==> config.mk <==
export PLATFORM = sky130hd
export DESIGN_NAME = barcode_rx
export DESIGN_NICKNAME = d
export VERILOG_FILES = /design/src/rtl/barcode_pkg.sv /design/src/rtl/barcode_rx_bc_sync.sv /design/src/rtl/barcode_rx.sv
export SDC_FILE = /design/constraint.sdc
export NUM_CORES = 1
export LEC_CHECK = 0
export BUFFER_PORTS_ARGS = -buffer_cell sky130_fd_sc_hd__buf_2
export CELL_PAD_IN_SITES_DETAIL_PLACEMENT = 1
export CELL_PAD_IN_SITES_GLOBAL_PLACEMENT = 2
export CORE_UTILIZATION = 41
export CTS_CLUSTER_DIAMETER = 60
export DETAILED_ROUTE_END_ITERATION = 10
export HOLD_SLACK_MARGIN = 0.12
export PLACE_DENSITY = 0.95
export SYNTH_ARGS = -nofsm -noshare
export SYNTH_HDL_FRONTEND = slang
export SYNTH_HIERARCHICAL = 1
export SYNTH_SLANG_ARGS = --single-unit
==> constraint.sdc <==
create_clock -name clk -period 7.26 [get_ports clk]
set_input_delay 1.815 -clock clk [delete_from_list [all_inputs] [get_ports clk]]
set_output_delay 1.815 -clock clk [all_outputs]
set_load 0.1 [all_outputs]
==> src/rtl/barcode_pkg.sv <==
// barcode_pkg
//   Shared types and constants for the station-ID barcode receiver.
//   bc_state_t  : receiver FSM states
//   TMR_W_DEF   : default pulse/sample timer width
//   ID_W        : station ID width
//   ID_TAG_MASK : ID bits that must be zero for a frame to be accepted
package barcode_pkg;

    typedef enum logic [2:0] {
        IDLE,
        START,
        WAIT,
        SAMP,
        DONE
    } bc_state_t;

    localparam int unsigned TMR_W_DEF   = 22;
    localparam int unsigned ID_W        = 8;
    localparam logic [7:0]  ID_TAG_MASK = 8'hC0;

    // A received byte is a station ID only when its tag bits are clear.
    function automatic logic id_tag_ok(input logic [ID_W-1:0] v);
        return (v & ID_TAG_MASK) == '0;
    endfunction

endpackage

==> src/rtl/barcode_rx_bc_sync.sv <==
// bc_sync
//   Three-flop synchronizer for the raw barcode line with falling-edge pulse.
//   Flops reset to 1 so an idle-high line never produces a false fall.
//   clk     in  system clock
//   rst_n   in  synchronous active-low reset
//   bc_in   in  raw asynchronous barcode line
//   bc_sync out synchronized line (second flop)
//   fall    out one-clock pulse when bc_sync goes high -> low
module bc_sync (
    input  logic clk,
    input  logic rst_n,
    input  logic bc_in,
    output logic bc_sync,
    output logic fall
);

    logic [2:0] sync_q;
    logic [2:0] sync_d;

    always_comb begin
        sync_d = {sync_q[1:0], bc_in};
    end

    always_ff @(posedge clk) begin
        if (!rst_n) begin
            sync_q <= 3'b111;
        end else begin
            sync_q <= sync_d;
        end
    end

    // sync_q[1] is the synchronized line, sync_q[2] its previous value.
    assign bc_sync = sync_q[1];
    assign fall    = sync_q[2] & ~sync_q[1];

endmodule

==> src/rtl/barcode_rx.sv <==
// barcode_rx
//   Station-ID barcode receiver. Measures the start-bit low time, then samples
//   each data cell that many clocks after its falling edge, MSB first. A frame
//   whose tag bits are clear updates ID and sets the sticky ID_vld.
//   clk        in   system clock
//   rst_n      in   synchronous active-low reset
//   BC         in   raw barcode line, idles high
//   clr_ID_vld in   pulse, clears ID_vld (a same-clock capture wins)
//   ID         out  last accepted station ID
//   ID_vld     out  sticky valid for ID
//   busy       out  frame in progress
module barcode_rx
    import barcode_pkg::*;
#(
    parameter int unsigned TMR_W    = TMR_W_DEF,
    parameter int unsigned TMO_CLKS = (1 << TMR_W_DEF) - 1
) (
    input  logic            clk,
    input  logic            rst_n,
    input  logic            BC,
    input  logic            clr_ID_vld,
    output logic [ID_W-1:0] ID,
    output logic            ID_vld,
    output logic            busy
);

    localparam logic [TMR_W-1:0] TMO     = TMR_W'(TMO_CLKS);
    localparam logic [TMR_W-1:0] TMR_MAX = '1;
    localparam logic [TMR_W-1:0] TMR_ONE = TMR_W'(1);

    logic bc_s;
    logic fall;

    bc_state_t       state_q,   state_d;
    logic [TMR_W-1:0] timer_q,  timer_d;
    logic [TMR_W-1:0] half_q,   half_d;
    logic [2:0]      bit_cnt_q, bit_cnt_d;
    logic [ID_W-1:0] shift_q,   shift_d;
    logic [ID_W-1:0] id_q,      id_d;
    logic            id_vld_q,  id_vld_d;

    bc_sync u_sync (
        .clk     (clk),
        .rst_n   (rst_n),
        .bc_in   (BC),
        .bc_sync (bc_s),
        .fall    (fall)
    );

    always_comb begin
        state_d   = state_q;
        timer_d   = timer_q;
        half_d    = half_q;
        bit_cnt_d = bit_cnt_q;
        shift_d   = shift_q;
        id_d      = id_q;
        id_vld_d  = id_vld_q & ~clr_ID_vld;

        case (state_q)
            IDLE: begin
                timer_d   = '0;
                bit_cnt_d = '0;
                if (fall) begin
                    state_d = START;
                end
            end

            START: begin
                if (bc_s) begin
                    // Line released: timer holds the start-bit low time.
                    // A zero count is a sub-clock glitch, not a frame.
                    half_d  = timer_q;
                    timer_d = '0;
                    state_d = (timer_q == '0) ? IDLE : WAIT;
                end else if (timer_q == TMR_MAX) begin
                    timer_d = '0;
                    state_d = IDLE;
                end else begin
                    timer_d = timer_q + TMR_ONE;
                end
            end

            WAIT: begin
                if (fall) begin
                    timer_d = '0;
                    state_d = SAMP;
                end else if (timer_q == TMO) begin
                    timer_d = '0;
                    state_d = IDLE;
                end else begin
                    timer_d = timer_q + TMR_ONE;
                end
            end

            SAMP: begin
                // Falls seen here are ignored; only the sample point matters.
                if (timer_q == half_q) begin
                    shift_d   = {shift_q[ID_W-2:0], bc_s};
                    bit_cnt_d = bit_cnt_q + 3'd1;
                    timer_d   = '0;
                    state_d   = (bit_cnt_q == 3'd7) ? DONE : WAIT;
                end else begin
                    timer_d = timer_q + TMR_ONE;
                end
            end

            DONE: begin
                if (id_tag_ok(shift_q)) begin
                    id_d     = shift_q;
                    id_vld_d = 1'b1;
                end
                state_d = IDLE;
            end

            default: begin
                state_d = IDLE;
            end
        endcase
    end

    always_ff @(posedge clk) begin
        if (!rst_n) begin
            state_q   <= IDLE;
            timer_q   <= '0;
            half_q    <= '0;
            bit_cnt_q <= '0;
            shift_q   <= '0;
            id_q      <= '0;
            id_vld_q  <= 1'b0;
        end else begin
            state_q   <= state_d;
            timer_q   <= timer_d;
            half_q    <= half_d;
            bit_cnt_q <= bit_cnt_d;
            shift_q   <= shift_d;
            id_q      <= id_d;
            id_vld_q  <= id_vld_d;
        end
    end

    assign ID     = id_q;
    assign ID_vld = id_vld_q;
    assign busy   = (state_q != IDLE);

endmodule

## After elaboration in Yosys (flattened, before gate mapping)

Cells that the tools add are included.

| word-level totals | value |
|---|---|
| memories | 0 |
| latch bits | 0 |
| memory bits (writable) | 0 |
| input bits | 4 |
| output and inout port bits | 10 |
| memory bits (read-only) | 0 |
| register bits | 70 |

| cells by class | value |
|---|---|
| shift operators | 0 |
| order comparisons | 0 |
| add/subtract/negate cells | 2 |
| bitwise operators | 4 |
| multipliers | 0 |
| mux-type cells | 17 |
| reduce and logical (&&, ||, !) cells | 11 |
| divide/modulo/power cells | 0 |
| equality and inequality tests | 9 |

Operator list:

| operator | count |
|---|---|
| $mux W22 | 4 |
| $pmux W22 S4 | 1 |
| $add A22 B1 Y22 const B | 1 |
| $eq A22 B22 Y1 | 1 |
| $eq A22 B22 Y1 const B | 1 |
| $logic_not A22 Y1 | 1 |
| $mux W3 | 7 |
| $pmux W3 S4 | 1 |
| $reduce_and A2 Y1 | 5 |
| $logic_not A8 Y1 | 1 |
| $eq A3 B2 Y1 const B | 2 |
| $eq A3 B3 Y1 const B | 2 |
| $pmux W3 S2 | 1 |
| $ne A2 B2 Y1 const B | 2 |
| $reduce_bool A4 Y1 | 1 |
| $add A3 B1 Y3 const B | 1 |
| $eq A3 B1 Y1 const B | 1 |
| $logic_not A3 Y1 | 1 |
| $reduce_bool A3 Y1 | 1 |
| $and A1 B1 Y1 | 2 |
| $mux W1 | 2 |
| $mux W2 | 1 |
| $not A1 Y1 | 2 |
| $reduce_bool A2 Y1 | 1 |

## Longest topological paths before layout

| depth | value |
|---|---|
| depth in word-level cells | 4 |
| depth in mapped cells | 10 |

## By module

Netlist, hierarchy kept.

Modules (own cells, without submodules):

| module | area each (um^2) | instances | cells an instance |
|---|---|---|---|
| barcode_rx | 3375.7 | 1 | 386 |
| bc_sync | 85.1 | 1 | 7 |

## Worst setup path after synthesis

No wires, ideal clock.

| timing | value |
|---|---|
| path kind | reg2out |
| from | register state_q[2] |
| to | output port busy |
| arrival time | 1576 ps |
| setup slack | 3869 ps |
| required time | 5445 ps |
| path buffers | 2 |
| cell stages (with the launch flop) | 4 |
| cell sequence | dfxtp_1 > clkbuf_1 > or3_1 > clkbuf_1 |

| on the way | value |
|---|---|
| cells in the longest elaborated chain, start to end | 1 |

Ends and longest elaborated chain:

| element | RTL line | RTL |
|---|---|---|
| start: declaration | barcode_rx.sv:34 | `bc_state_t state_q, state_d;` |
| start signal: assignment | barcode_rx.sv:131 | `state_q <= state_d;` |
| $reduce_bool A3 Y1 | barcode_rx.sv:143 | `assign busy = (state_q != IDLE);` |
| end: declaration | barcode_rx.sv:24 | `output logic busy` |

No other way between the ends.

==> reports/summary.txt <==
Outcome - finished clean
RSZ-0062 raised after global routing - false
Metal3 WL - 171 um
Lkg Pwr - 1.314 nW
Critical path type - input port to flop
Min-Delay Path Class - flop to flop
Final period utilization - 52.03%
Layout Cells excl Fill - 490
Mapped Nets - 401
Post-synth top area share - 40.49%
CTS tree - yes
Cells after synthesis - 393
Max Fclk - 264.8 MHz
Most common library cells after synthesis - 70 x dfxtp_1, 66 x nand2_1, 24 x a21boi_0
CTS H-Tree Depth - 3
Setup Fix Bufs, Post-CTS - 0
CP Capture Type - flop
Antenna fix cells - 0
DRC Markers - 0
Final setup viols - 0
CTS Sinks - 70
Seq/Total Area, Yosys - 40.49%
Dominant cells by area after synthesis - dfxtp_1 40%, nand2_1 7.2%, a21boi_0 5.2%
CP top delay family - compound AO/OA/AOI/OAI gates
Top Layer Used - met4
CTS max path bufs - 2
CTS clk-pin slew, worst paths - 90 ps
Fin. Hold Viols - 0
Net Sw Frac - 24.97%
Area grow syn2layout - 5.062%
Logic pwr share - 2.0%
Avg WL per Cell - 15.87 um
WHS - 433.7 ps
Clk Latency, worst-skew pair - 360 ps
Detailed-route via count - 2651
Post-synth EDFFs - 0
Placed Cells - 474
Vias in the first global route - 2733
Synth Flop Type - dfxtp_1
Yosys reg bits - 70
Largest net degree at the start of global routing - 56
PortBufs - 13
Ports - 14
Wire length on met1 - 3817 um
GRT Util Overall - 19.43%
Grt total ovfl - 0
NetSw - 170.6 uW
Die Width - 93.88 um
TritonCTS buffer count - 9
Via density - 5.410
# fillers - 987
Max Clock Skew - 15.71 ps
Post-route ant nets - 0
Met2 WL - 3689 um
Count leader, synth - dfxtp_1
Die area - 8813 um2
Asr flop ratio synth - 0%
Post-detail-place hpwl - 5339 um
Max transition margin - 21.82%
Peak fanout along the critical path - 55
Mapped cell area - 3461 um2
WP data arrival - 4060 ps
Req. time, crit path - 7540 ps
RD Place Congestion - 0.7548
Max Cap Violations - 0
Cell internal pwr - 512.7 uW
Ratio of cells with drive above 1 in the final layout - 10.91%
Clock root cell - clkbuf_8
Slowest stage cell, crit path - a211o_1
Final Power - 683.3 uW
Synth unique cells - 47
Clk pwr share - 41.6%
Crit-path cells - buf_2 > and2_1 > o21a_1 > a211o_1 > or2b_1 > a31oi_1
Worst-Margin Slew - 1166 ps
Row count - 33
Crit path time final - 3777 ps
Fin nets - 388
Slew Limit Fails - 0
YS warnings - 6
First-pass GRT wire length - 13170 um
Post-Route WL - 7778 um
DR iter-0 viols - 75
Starting density of the core - 42.33%
Area of the core - 8175 um2
Pre-antenna DRT Iters - 4
Hold buffers post-CTS - 0
Antenna violations before repair - 0
Area leader, netlist - dfxtp_1
Die Y-Extent - 93.88 um
Crit path buffers/inverters - 1
Synthesized area per cell - 8.806 um2
Crit path launch type - input port
Max IR drop VDD - 0.0001023 V
PD cells - 187.9 nW/um2
Seq pwr share - 56.4%
Setup TNS - 0 ps
Slowest cell delay on critical path - 780 ps
Post-cts sizing count - 0
sequential cells by signal, summed over array words and instances, names as in the netlist:
signal and count:
half_q 22, timer_q 22, ID 8, shift_q 8
bit_cnt_q 3, state_q 3, u_sync/sync_q 3, ID_vld 1
per-layer routing:
metal,vias to the layer above,track usage [%]
met3,11,4.045
met4,0,6.154
met5,-,0
met1,1291,24.61
met2,26,32.85
li1,1323,-
cell usage in the layout, fill, tap and decap left out, types with 9 or more instances in the layout:
cell	count
a21boi_0	24
a31oi_1	11
buf_2	13
clkbuf_8	9
dfxtp_1	70
mux2i_1	17
nand2_1	66
nand3_1	9
nand4_1	9
nor2_1	9
nor2b_1	18
xnor2_1	13
xor2_1	16
cell type report:
class / count / area, um2 / area share, %
Clock inverter: 7 / 51.30 / 1.411
Clock buffer: 9 / 123.9 / 3.407
Multi-Input combinational cell: 284 / 1856 / 51.03
Sequential cell: 70 / 1401 / 38.54
Timing Repair Buffer: 13 / 65.06 / 1.789
Inverter: 2 / 7.507 / 0.2065
Tap cell: 105 / 131.4 / 3.613
power groups by stage:
stage / Clock [mW] / Sequential [mW] / Combinational, mW
after global routing: 0.306 / 0.385 / 0.0149
after floorplan: 0 / 0.394 / 0.0106
after global placement: 0 / 0.394 / 0.0137
final: 0.284 / 0.385 / 0.0139
after detailed placement: 0 / 0.394 / 0.0139
after CTS: 0.290 / 0.385 / 0.0140
per-stage QoR:
stage | area (um2) | setup WS, ps | util, %
finish | 3636 | 3483 | 44.48
global route | 3636 | 3206 | 44.48
CTS | 3636 | 3445 | 44.48
detailed placement | 3461 | 3084 | 42.33
global placement | 3461 | 3162 | 42.33
floorplan | 3461 | 3869 | -
cell families (layout without fill, tap and decap cells):
group	count (synthesis)	count (layout)	synth area share, %
simple gates	163	163	24.91
buf+inv	39	31	5.893
compound gates	71	71	15.00
xor+xnor	29	29	7.339
mux	17	17	4.917
flops	70	70	40.49
fa+ha+maj	4	4	1.446
path summary, 6_finish.rpt:
path | slack, ps | from | to | depth (start not counted)
worst max-delay path | 3480 | rst_n | timer_q[17] | 6
worst min-delay path | 430 | u_sync/sync_q[0] | u_sync/sync_q[1] | 1
worst max register to register | 4100 | timer_q[1] | timer_q[11] | 7
worst min register to register | 430 | u_sync/sync_q[0] | u_sync/sync_q[1] | 1
Note: power is estimated with default switching activity, not from simulation.
